[src/rtl/debounce_pkg.sv]
// rtl/debounce_pkg.sv - shared state encoding and counter-width helper for the x_in debouncer
package debounce_pkg;

    typedef logic [1:0] db_state_t;

    localparam db_state_t STABLE_LO = 2'b00;
    localparam db_state_t WAIT_HI   = 2'b01;
    localparam db_state_t STABLE_HI = 2'b11;
    localparam db_state_t WAIT_LO   = 2'b10;

    // Hold counter must be able to represent DEBOUNCE_CYCLES itself.
    function automatic int cnt_width(input int cycles);
        return $clog2(cycles + 1);
    endfunction

endpackage

[src/rtl/sync_chain.sv]
// rtl/sync_chain.sv - reset-clearable synchroniser shift register for asynchronous inputs
module sync_chain #(
    parameter int SYNC_STAGES = 2
) (
    input  logic clk,
    input  logic rst,
    input  logic d,
    output logic q
);

    logic [SYNC_STAGES-1:0] stages;

    always_ff @(posedge clk) begin
        if (rst) begin
            stages <= '0;
        end else begin
            stages <= {stages[SYNC_STAGES-2:0], d};
        end
    end

    assign q = stages[SYNC_STAGES-1];

endmodule

[src/rtl/x_in_debounce.sv]
// rtl/x_in_debounce.sv - synchroniser plus 4-state debounce FSM producing a clean x_in level
// Optional edge pulses on x_rise/x_fall when EDGE_PULSE_EN is defined; tied low otherwise.
module x_in_debounce
    import debounce_pkg::*;
#(
    parameter  int SYNC_STAGES     = 2,
    parameter  int DEBOUNCE_CYCLES = 16,
    localparam int CNT_W           = cnt_width(DEBOUNCE_CYCLES)
) (
    input  logic clk,
    input  logic rst,
    input  logic btn_raw,
    output logic x_level,
    output logic x_rise,
    output logic x_fall,
    output logic busy
);

    localparam logic [CNT_W-1:0] CNT_MAX = CNT_W'(DEBOUNCE_CYCLES);
    localparam logic [CNT_W-1:0] CNT_ONE = CNT_W'(1);

    logic             btn_s;
    db_state_t        state;
    db_state_t        state_nxt;
    logic [CNT_W-1:0] cnt;
    logic [CNT_W-1:0] cnt_nxt;

    sync_chain #(
        .SYNC_STAGES(SYNC_STAGES)
    ) u_sync (
        .clk(clk),
        .rst(rst),
        .d  (btn_raw),
        .q  (btn_s)
    );

    always_ff @(posedge clk) begin
        if (rst) begin
            state <= STABLE_LO;
            cnt   <= '0;
        end else begin
            state <= state_nxt;
            cnt   <= cnt_nxt;
        end
    end

    // Any reversion of btn_s during a wait returns to the stable state and restarts timing.
    always_comb begin
        state_nxt = state;
        cnt_nxt   = cnt;
        case (state)
            STABLE_LO: begin
                if (btn_s) begin
                    state_nxt = WAIT_HI;
                    cnt_nxt   = CNT_ONE;
                end else begin
                    cnt_nxt   = '0;
                end
            end
            WAIT_HI: begin
                if (!btn_s) begin
                    state_nxt = STABLE_LO;
                    cnt_nxt   = '0;
                end else if (cnt == CNT_MAX) begin
                    state_nxt = STABLE_HI;
                    cnt_nxt   = '0;
                end else begin
                    cnt_nxt   = cnt + CNT_ONE;
                end
            end
            STABLE_HI: begin
                if (!btn_s) begin
                    state_nxt = WAIT_LO;
                    cnt_nxt   = CNT_ONE;
                end else begin
                    cnt_nxt   = '0;
                end
            end
            WAIT_LO: begin
                if (btn_s) begin
                    state_nxt = STABLE_HI;
                    cnt_nxt   = '0;
                end else if (cnt == CNT_MAX) begin
                    state_nxt = STABLE_LO;
                    cnt_nxt   = '0;
                end else begin
                    cnt_nxt   = cnt + CNT_ONE;
                end
            end
            default: begin
                state_nxt = STABLE_LO;
                cnt_nxt   = '0;
            end
        endcase
    end

    always_comb begin
        x_level = (state == STABLE_HI) || (state == WAIT_LO);
        busy    = (state == WAIT_HI) || (state == WAIT_LO);
    end

`ifdef EDGE_PULSE_EN
    // Delayed copy of x_level; cleared on reset so reset never produces a pulse.
    logic x_prev;

    always_ff @(posedge clk) begin
        if (rst) begin
            x_prev <= 1'b0;
        end else begin
            x_prev <= x_level;
        end
    end

    assign x_rise = x_level & ~x_prev;
    assign x_fall = ~x_level & x_prev;
`else
    assign x_rise = 1'b0;
    assign x_fall = 1'b0;
`endif

endmodule
[config.mk]
export PLATFORM = sky130hd
export DESIGN_NAME = x_in_debounce
export DESIGN_NICKNAME = d
export VERILOG_FILES = /design/src/rtl/debounce_pkg.sv /design/src/rtl/sync_chain.sv /design/src/rtl/x_in_debounce.sv
export SDC_FILE = /design/constraint.sdc
export NUM_CORES = 1
export LEC_CHECK = 0
export CAP_MARGIN = 10
export CORE_MARGIN = 5
export CORE_UTILIZATION = 32
export CTS_CLUSTER_DIAMETER = 200
export DETAILED_ROUTE_END_ITERATION = 8
export GPL_TIMING_DRIVEN = 0
export PLACE_DENSITY_LB_ADDON = 0.12
export SLEW_MARGIN = 30
export SYNTH_ARGS = -nofsm -noshare
export SYNTH_HDL_FRONTEND = slang
export SYNTH_HIERARCHICAL = 1
export SYNTH_SLANG_ARGS = --single-unit
[constraint.sdc]
create_clock -name clk -period 1.93 [get_ports clk]
set_input_delay 0.386 -clock clk [delete_from_list [all_inputs] [get_ports clk]]
set_output_delay 0.386 -clock clk [all_outputs]
set_load 0.005 [all_outputs]
After elaboration in Yosys (flattened, before gate mapping)
Cells that the tools add are included.
Widths: inputs -> output; s select.
{ "classes": {"addsub": 1, "eq_ne": 8, "n_mux": 13, "n_reduce_logical": 4} }
{ "ops": {"columns": ["cell", "count"], "rows": [
  ["$pmux 5 s4", 1],
  ["$mux 5", 3],
  ["$mux 2", 6],
  ["$pmux 2 s4", 1],
  ["$add 5x1->5 const B", 1],
  ["$eq 5x5->1 const B", 1],
  ["$eq 2x2->1 const B", 2],
  ["$reduce_and 4->1", 1],
  ["$ne 3x2->1 const B", 1],
  ["$ne 3x3->1 const B", 1],
  ["$eq 2x1->1 const B", 1],
  ["$logic_not 2->1", 1],
  ["$logic_or 1x1->1", 2],
  ["$mux 1", 2],
  ["$ne 2x1->1 const B", 1],
  ["$ne 2x2->1 const B", 1]
]} }
{ "word_totals": {"regBits": 9, "out_inout_bits": 4, "word_cells": 29} }

Logic depth before layout (Yosys ltp)
Gate-level depths: netlist of the first run.
{ "logic_depth": {"depth_word": 4, "ltp_mapped": 5} }

Modules after synthesis
The synthesis of the first run kept the hierarchy.
{ "modules_own_cells": {"columns": ["module", "n_inst", "cells_each", "area_each_um2", "seq_area_each_um2"], "rows": [
  ["x_in_debounce", 1, 49, 466.7, 140.1],
  ["sync_chain", 1, 4, 52.6, 40.0]
]} }

Worst setup path before layout of the first run
No wires, ideal clock.
{ "synth_timing": {"kind": "register to register", "start": "register state[0]", "end": "register state[0]", "setup_time_ps": 72, "arrival_ps": 1393, "path_slack_ps": 465, "stages_incl_launch_ff": 6, "n_path_buf": 0, "period_less_slack_ps": 1465, "cell_sequence": "dfxtp_1 -> inv_1 -> ha_1 -> mux2_4 -> a221oi_2 -> mux2i_1"} }
{ "synth_via": {"elab_chain_len": 3, "elab_cells_between_ends": 10, "cone_classes": "eq/ne: 7; mux: 1; reduce/logical: 2"} }
{ "synth_rtl": {"columns": ["item", "line", "text"], "rows": [
  ["start, declared", "x_in_debounce.sv:23", "db_state_t state;"],
  ["start signal, assigned", "x_in_debounce.sv:42", "state <= state_nxt;"],
  ["$eq 2x1->1, or another cell as far along", "x_in_debounce.sv:51", "case (state)"],
  ["$ne 3x3->1 (no source line), or another cell as far along", null, null],
  ["$reduce_and 4->1 (no source line)", null, null]
]} }
Parallel ways exist; a longest one is shown, timed or not.
A chain may end at the register's enable or synchronous reset.

Worst setup path after layout of the first run
{ "layout_timing": {"start": "register state[1]", "end": "output busy"} }
{ "layout_via": {"elab_chain_len": 2, "elab_cells_between_ends": 3, "cone_classes": "eq/ne: 2; reduce/logical: 1"} }
{ "layout_rtl": {"columns": ["item", "line", "text"], "rows": [
  ["$eq 2x1->1 or $eq 2x2->1 (tied branches)", "x_in_debounce.sv:99", "busy = (state == WAIT_HI) || (state == WAIT_LO);"],
  ["$logic_or 1x1->1 *", "x_in_debounce.sv:99", null],
  ["end, declared", "x_in_debounce.sv:16", "output logic busy"]
]} }
Mark *: on every way between the ends. The rest lies on a longest branch, timed or not.

==> results of run 1 <==
## cell type report
class / instances / area (um2) / share of cell area
repair buffers: 4 / 38.8 / 0.0622
multi-input cells: 38 / 322 / 0.516
inverters: 5 / 18.8 / 0.0301
well taps: 16 / 20.0 / 0.0321
clock buffers: 4 / 26.3 / 0.0422
flip-flops and latches: 9 / 183 / 0.293
plain buffers: 2 / 15.0 / 0.0241
## metal layers
layer  track usage  vias to the layer above  wire length [um]
li1              -                      190                 -
met1        0.0765                      151               376
met2        0.0983                        7               342
met3        0.0444                        0                53
met4        0.0262                        0                 0
met5             0                        -                 0
## power by group through the flow
| stage | clock (uW) | combinational [uW] | sequential (uW) |
|---|---|---|---|
| global placement | 0 | 102 | 212 |
| detailed placement | 0 | 101 | 212 |
| floorplan | 0 | 75.0 | 210 |
| global route | 162 | 124 | 212 |
| finish | 141 | 108 | 210 |
| CTS | 153 | 101 | 209 |
## worst max-delay path, delay by kind of cell, from the launching register on
family / cells / cell delay (ns)
buffers and inverters: 2 / 0.58
DFF: 1 / 0.35
adders and majority gates: 1 / 0.28
## metrics by stage
step | cells | setup slack [ns]
global route | 78 | 0.0115
CTS | 78 | 0.0185
floorplan | 54 | 0.465
detailed placement | 74 | 0.135
finish | 78 | 0.0759
global placement | 74 | 0.136
## kinds of logic (layout without fill, tap and decap cells)
family          count (synthesis)  in the layout  share of synthesized area
compound gates                  5              5                     0.0795
xor+xnor                        3              3                     0.0506
fa+ha+maj                       7              7                      0.169
buf+inv                         7             15                     0.0651
flops                           9              9                      0.347
mux                             3              3                     0.0675
other cells                     1              2                    0.00722
simple gates                   18             18                      0.214
## state kept, by name (all words and copies together), names as in the netlist
name and flops:
u_sync/stages 2, state 2, cnt 5
## worst min-delay path by stage
| stage | endpoint | slack, ns | cells past startpoint |
|---|---|---|---|
| global placement | u_sync/stages[1] | 0.42 | 1 |
| CTS | u_sync/stages[1] | 0.46 | 1 |
| detailed placement | u_sync/stages[1] | 0.45 | 1 |
| finish | u_sync/stages[1] | 0.45 | 1 |
| global route | u_sync/stages[1] | 0.47 | 1 |
| floorplan | u_sync/stages[1] | 0.41 | 1 |
## cell usage in the layout, fill, tap and decap left out
| cell type | Yosys | layout |
|---|---|---|
| sky130_fd_sc_hd__nand3_1 | 4 | 4 |
| sky130_fd_sc_hd__a221oi_1 | 1 | 1 |
| sky130_fd_sc_hd__ha_4 | 0 | 1 |
| sky130_fd_sc_hd__and2b_4 | 1 | 1 |
| sky130_fd_sc_hd__clkbuf_1 | 0 | 1 |
| sky130_fd_sc_hd__and2_2 | 1 | 1 |
| sky130_fd_sc_hd__and3_2 | 1 | 1 |
| sky130_fd_sc_hd__nand2b_1 | 2 | 2 |
| sky130_fd_sc_hd__nor2b_1 | 2 | 2 |
| sky130_fd_sc_hd__mux2i_1 | 2 | 2 |
| sky130_fd_sc_hd__dfxtp_2 | 0 | 2 |
| sky130_fd_sc_hd__clkbuf_4 | 0 | 3 |
| sky130_fd_sc_hd__nor2_1 | 5 | 5 |
| sky130_fd_sc_hd__a221oi_2 | 1 | 1 |
| sky130_fd_sc_hd__o21ai_0 | 1 | 1 |
| sky130_fd_sc_hd__dfxtp_1 | 9 | 7 |
| sky130_fd_sc_hd__buf_4 | 2 | 2 |
| sky130_fd_sc_hd__xnor2_1 | 1 | 1 |
| sky130_fd_sc_hd__o21bai_1 | 1 | 1 |
| sky130_fd_sc_hd__clkdlybuf4s50_1 | 0 | 3 |
| sky130_fd_sc_hd__xor2_1 | 2 | 2 |
| sky130_fd_sc_hd__inv_2 | 0 | 1 |
| sky130_fd_sc_hd__dlygate4sd2_1 | 0 | 1 |
| sky130_fd_sc_hd__ha_1 | 7 | 6 |
| sky130_fd_sc_hd__conb_1 | 1 | 2 |
| sky130_fd_sc_hd__mux2_4 | 1 | 1 |
| sky130_fd_sc_hd__a21oi_1 | 1 | 1 |
| sky130_fd_sc_hd__or2_2 | 1 | 1 |
| sky130_fd_sc_hd__inv_1 | 5 | 4 |
| sky130_fd_sc_hd__nand4bb_2 | 1 | 1 |
## repair_timing
item / 4_1_cts / 5_1_grt
gates resized for setup: 3 / 2
buffers inserted: 0 / 0
endpoints found under the hold margin: 0 / 0
cloned: 0 / 0
endpoints found under the setup margin: 2 / 1
==> out/qor_table.md, run 1 <==
| Item | Reported | Unit |
|---|---|---|
| Post-Route Skew | 0.00293 | ns |
| Share of synthesized registers carrying an async set or reset | 0 | - |
| Via count of the first global-routing pass | 329 | - |
| Setup Crit Path Kind | flop to output port | - |
| Global-route wire length before repair | 1290 | um |
| Port Buffer Count | 4 | - |
| Final design area excluding fillers | 623 | um2 |
| Minimum period implied by the final worst setup slack | 1.85 | ns |
| Ant diodes | 0 | - |
| Number of synthesis warnings | 6 | - |
| Detailed Route Iter0 Violations | 2 | - |
| Total power divided by cell area | 737 | nW/um2 |
| Final core area utilization | 0.409 | - |
| Slowest stage cell on the critical path | sky130_fd_sc_hd__clkdlybuf4s50_1 | - |
| Worst R2R Setup Slack | 0.40 | ns |
| Ratio of cells with drive above 1 in the final layout | 0.258 | - |
| Final period util | 0.961 | - |
| Yosys cell types | 23 | - |
| Vias per cell | 4.46 | - |
| Maximum frequency from static timing analysis | 539 | MHz |
| HPWL after DPL | 611 | um |
| Post-synthesis sequential area ratio | 0.347 | - |
| Cell count after synthesis | 53 | - |
| Critical path required time | 1.54 | ns |
| Gr ovfl total | 0 | - |
| Flip-flop and latch count after synthesis | 9 | - |
| Clock-pin slew on the worst setup and hold paths | 0.06 | ns |
| Run status | finished clean | - |
| TritonCTS clock tree | built | - |
| Cells taking the most area after synthesis | sky130_fd_sc_hd__dfxtp_1, sky130_fd_sc_hd__ha_1, sky130_fd_sc_hd__mux2i_1, sky130_fd_sc_hd__nand3_1, sky130_fd_sc_hd__inv_1 | - |
| Detailed-route wire length | 772 | um |
| TritonRoute pass-1 iters | 3 | - |
| Cell row count | 14 | - |
| Clock insertion delay at the later pin of the skew report | 0.26 | ns |
| Synthesized cell area | 519 | um2 |
| Cell taking the most area after synthesis | sky130_fd_sc_hd__dfxtp_1 | - |
| Post-synthesis to final-layout area growth | 20.0 | % |
| Total Power Consumption | 459 | uW |
| Max cap viols | 0 | - |
| Max Slew Vio Count | 0 | - |
| Global placer's final weighted congestion | 0.704 | - |
| Nets | 73 | - |
| Unrepaired setup endpoints after global routing | false | - |
| Count of filler cells inserted in the layout | 157 | - |
| EDFF count, synth | 0 | - |
| Global router's overall resource usage | 0.0671 | - |
| Residual antenna-violating net count after detailed routing | 0 | - |
| Setup_tns | 0 | ns |
| I/O pins | 7 | - |
| Clock Power Share | 0.308 | - |
| Crit path from | state[1] | - |
| Area of the placeable core | 1520 | um2 |
| Reg power frac | 0.457 | - |
| Min Hold Slack | 0.447 | ns |
| Clock sink count | 9 | - |
| Worst supply voltage drop on vdd | 549 | uV |
| Post-CTS Hold Buffers | 0 | - |
| Die X-Extent | 50.3 | um |
| Critical hold path startpoint | u_sync/stages[0] | - |
| Detailed-route via count | 348 | - |
| Cts bufs inserted | 3 | - |
| Area after detailed placement | 583 | um2 |
| Commonest cells in the netlist | sky130_fd_sc_hd__dfxtp_1, sky130_fd_sc_hd__ha_1, sky130_fd_sc_hd__inv_1, sky130_fd_sc_hd__nor2_1, sky130_fd_sc_hd__nand3_1 | - |
| NetSw | 119 | uW |
| Top cell type's share of synthesized area | 0.347 | - |
| Number of buffers on the longest clock path | 2 | - |
| WP data arrival | 1.47 | ns |
| Series of cell instances along the critical path | inv_1 -> ha_4 -> clkdlybuf4s50_1 | - |
| CP endpoint | busy | - |
| Worst R2R Start | state[0] | - |
| Syn avg cell area | 9.80 | um2 |
| Area of the die | 2530 | um2 |
| Startpoint type of the worst setup path | flop | - |
| Ys flop type | sky130_fd_sc_hd__dfxtp_1 | - |
| Capturing point of the worst reg2reg path | state[0] | - |
| Number of H-tree levels | 1 | - |
| Cell-internal power | 340 | uW |
| Leakage component of the power | 0.000257 | uW |
| Max incr delay on CP | 0.49 | ns |
| Drt drc | 0 | - |
| Die boundary height | 50.3 | um |
| Effective utilization at floorplan | 0.341 | - |
| Root cell of the clock tree | sky130_fd_sc_hd__clkbuf_4 | - |
| Critical path capture point type | output port | - |
| R2R depth | 5 | - |
| Antenna violations before repair | 0 | - |
| Crit path max fanout | 4 | - |
| Comb power frac | 0.235 | - |
| Routed wire length per instance | 9.90 | um |
| Pin count of the biggest net entering global routing | 8 | - |
| Final hold violations | 0 | - |
| Switching part of the total | 0.259 | - |
| Hold WC Path Type | flop to flop | - |
| Count of final setup violators | 0 | - |
| Top-count cell post-synth | sky130_fd_sc_hd__dfxtp_1 | - |
(Power assumes the default switching activity.)
==> run 2, diff against run 1 <==
ABC_CLOCK_PERIOD_IN_PS = 1930   (was unset)
==> results of run 2 <==
No change in the layout: final DEF, timing and power equal those of run 1.
==> run 3, diff against run 2 <==
RECOVER_POWER = 25   (was unset)
==> run 3 against run 2 <==
Net effect:
- combinational power is essentially flat
- total power about the same
- worst hold slack is the same
- cell count stayed put
- clock skew unchanged
- sequential power about the same
- clock-buffer cell count is the same
- critical path depth unchanged
- via count unchanged
- routed wire length did not move
- fmax did not move
- non-clock buffer count stayed put
- critical path type unchanged
- largest cell class unchanged
- largest power group unchanged
- highest routed layer unchanged
==> out/qor_table.md, run 3 (synthesis results as in run 1) <==
| Item | Reported | Unit |
|---|---|---|
| Final period util | 0.961 | - |
| Die boundary height | 50.3 | um |
| Run status | finished clean | - |
| Clock-pin slew on the worst setup and hold paths | 0.06 | ns |
| Die X-Extent | 50.3 | um |
| Met1 usage in global routing | 0.0765 | - |
| Setup Crit Path Kind | flop to output port | - |
| Max cap viols | 0 | - |
| Ratio of cells with drive above 1 in the final layout | 0.258 | - |
| Setup_tns | 0 | ns |
| Global-route wire length before repair | 1290 | um |
| Unrepaired setup endpoints after global routing | false | - |
| Critical path capture point type | output port | - |
| Drt drc | 0 | - |
| Nets | 73 | - |
| Global router's overall resource usage | 0.0671 | - |
| Post-synthesis to final-layout area growth | 20.0 | % |
| Leading cell types in the layout, fill and taps excluded | sky130_fd_sc_hd__dfxtp_1, sky130_fd_sc_hd__ha_1, sky130_fd_sc_hd__nor2_1, sky130_fd_sc_hd__inv_1, sky130_fd_sc_hd__nand3_1 | - |
| Worst slack at placement | 0.135 | ns |
| Ant diodes | 0 | - |
| Cell row count | 14 | - |
| Crit path max fanout | 4 | - |
| Clock insertion delay at the later pin of the skew report | 0.26 | ns |
| Global placer's final weighted congestion | 0.704 | - |
| Setup slack after layout | 0.0759 | ns |
| Area after detailed placement | 583 | um2 |
| Maximum frequency from static timing analysis | 539 | MHz |
| TritonRoute pass-1 iters | 3 | - |
| Flip-flop count of the largest register, all copies and words added | 5 | - |
| Detailed-route via count | 348 | - |
| Number of H-tree levels | 1 | - |
| Max Slew Vio Count | 0 | - |
| Effective utilization at floorplan | 0.341 | - |
| Most common cell after layout, fill and taps aside | sky130_fd_sc_hd__dfxtp_1 | - |
| Combined flip-flop and latch cell area | 183 | um2 |
| Antenna violations before repair | 0 | - |
| Detailed-route wire length | 772 | um |
| Biggest registers after layout | cnt (5), state (2), u_sync/stages (2) | - |
| Minimum period implied by the final worst setup slack | 1.85 | ns |
| Port Buffer Count | 4 | - |
| Cts bufs inserted | 3 | - |
| Worst supply voltage drop on vdd | 547 | uV |
| WP data arrival | 1.47 | ns |
| Root cell of the clock tree | sky130_fd_sc_hd__clkbuf_4 | - |
| TritonCTS clock tree | built | - |
| Area of the die | 2530 | um2 |
| Clock sink count | 9 | - |
| Pin count of the biggest net entering global routing | 8 | - |
| Routed wire length per instance | 9.90 | um |
| Post-Route Skew | 0.00293 | ns |
| Global-route met2 utilization | 0.0983 | - |
| Critical path required time | 1.54 | ns |
| Startpoint type of the worst setup path | flop | - |
| Count of final setup violators | 0 | - |
| Global-route track usage on met3 | 0.0444 | - |
| Vias per cell | 4.46 | - |
| Register name with the most flops | cnt | - |
| Final hold violations | 0 | - |
| Setup fix buffers added after clock tree synthesis | 0 | - |
| Number of buffers on the longest clock path | 2 | - |
| I/O pins | 7 | - |
| Leakage component of the power | 0.000257 | uW |
| Detailed Route Iter0 Violations | 2 | - |
| Area of the placeable core | 1520 | um2 |
| Gr ovfl total | 0 | - |
| Residual antenna-violating net count after detailed routing | 0 | - |
| Final design area excluding fillers | 623 | um2 |
| Layer with the highest usage after global routing | met2 | - |
| Via count of the first global-routing pass | 329 | - |
| HPWL after DPL | 611 | um |
| Count of filler cells inserted in the layout | 157 | - |
| Hold WC Path Type | flop to flop | - |
| Multi-input logic area | 322 | um2 |
| Total power divided by cell area | 737 | nW/um2 |
## run 3: changes by cell type in the layout (fill, tap and decap cells not counted)
cell and change:
sky130_fd_sc_hd__clkdlybuf4s50_1 -1, sky130_fd_sc_hd__dlygate4sd3_1 +1
## run 3: metrics by stage
stage               utilization  cells  total power, uW  hold slack, ns
floorplan                     -     54              285           0.414
global placement          0.383     74              314           0.418
detailed placement        0.383     74              313           0.446
CTS                       0.401     78              463           0.455
global route              0.409     78              498           0.472
finish                    0.409     78              459           0.447
## run 3: final cells by class
type	count	share of cell area
Buffer	2	0.0241
Clock buffer	4	0.0422
Inverter	5	0.0301
Multi-Input combinational cell	38	0.516
Sequential cell	9	0.293
Tap cell	16	0.0321
Timing Repair Buffer	4	0.0622
## run 3: path summary, 6_finish.rpt
kind | startpoint | to | slack (ns) | cells past startpoint
hold / removal | u_sync/stages[0] | u_sync/stages[1] | 0.45 | 1
hold reg to reg | u_sync/stages[0] | u_sync/stages[1] | 0.45 | 1
setup reg to reg | state[0] | state[0] | 0.40 | 5
setup / recovery | state[1] | busy | 0.08 | 3
## run 3: power by group
group	switching, uW	internal (uW)	leakage [uW]
clock	62.1	79.4	0.0000150
sequential	11.0	199	0.0000741
combinational	46.0	61.7	0.000168
## run 3: layer usage
metal	part of all wire	up-vias	routed length, um
li1	-	190	-
met1	0.49	151	376
met2	0.44	7	342
met3	0.069	0	53
met4	0	0	0
met5	0	-	0
## run 3: critical path, cell delays in order (launching register included)
cell                              delay, ns
sky130_fd_sc_hd__dfxtp_2               0.35
sky130_fd_sc_hd__inv_1                 0.09
sky130_fd_sc_hd__ha_4                  0.28
sky130_fd_sc_hd__clkdlybuf4s50_1       0.49
## run 3: timing repair
item	in CTS	in global routing
gates resized for setup	3	2
hold buffers	0	0
endpoints found under the setup margin	2	1
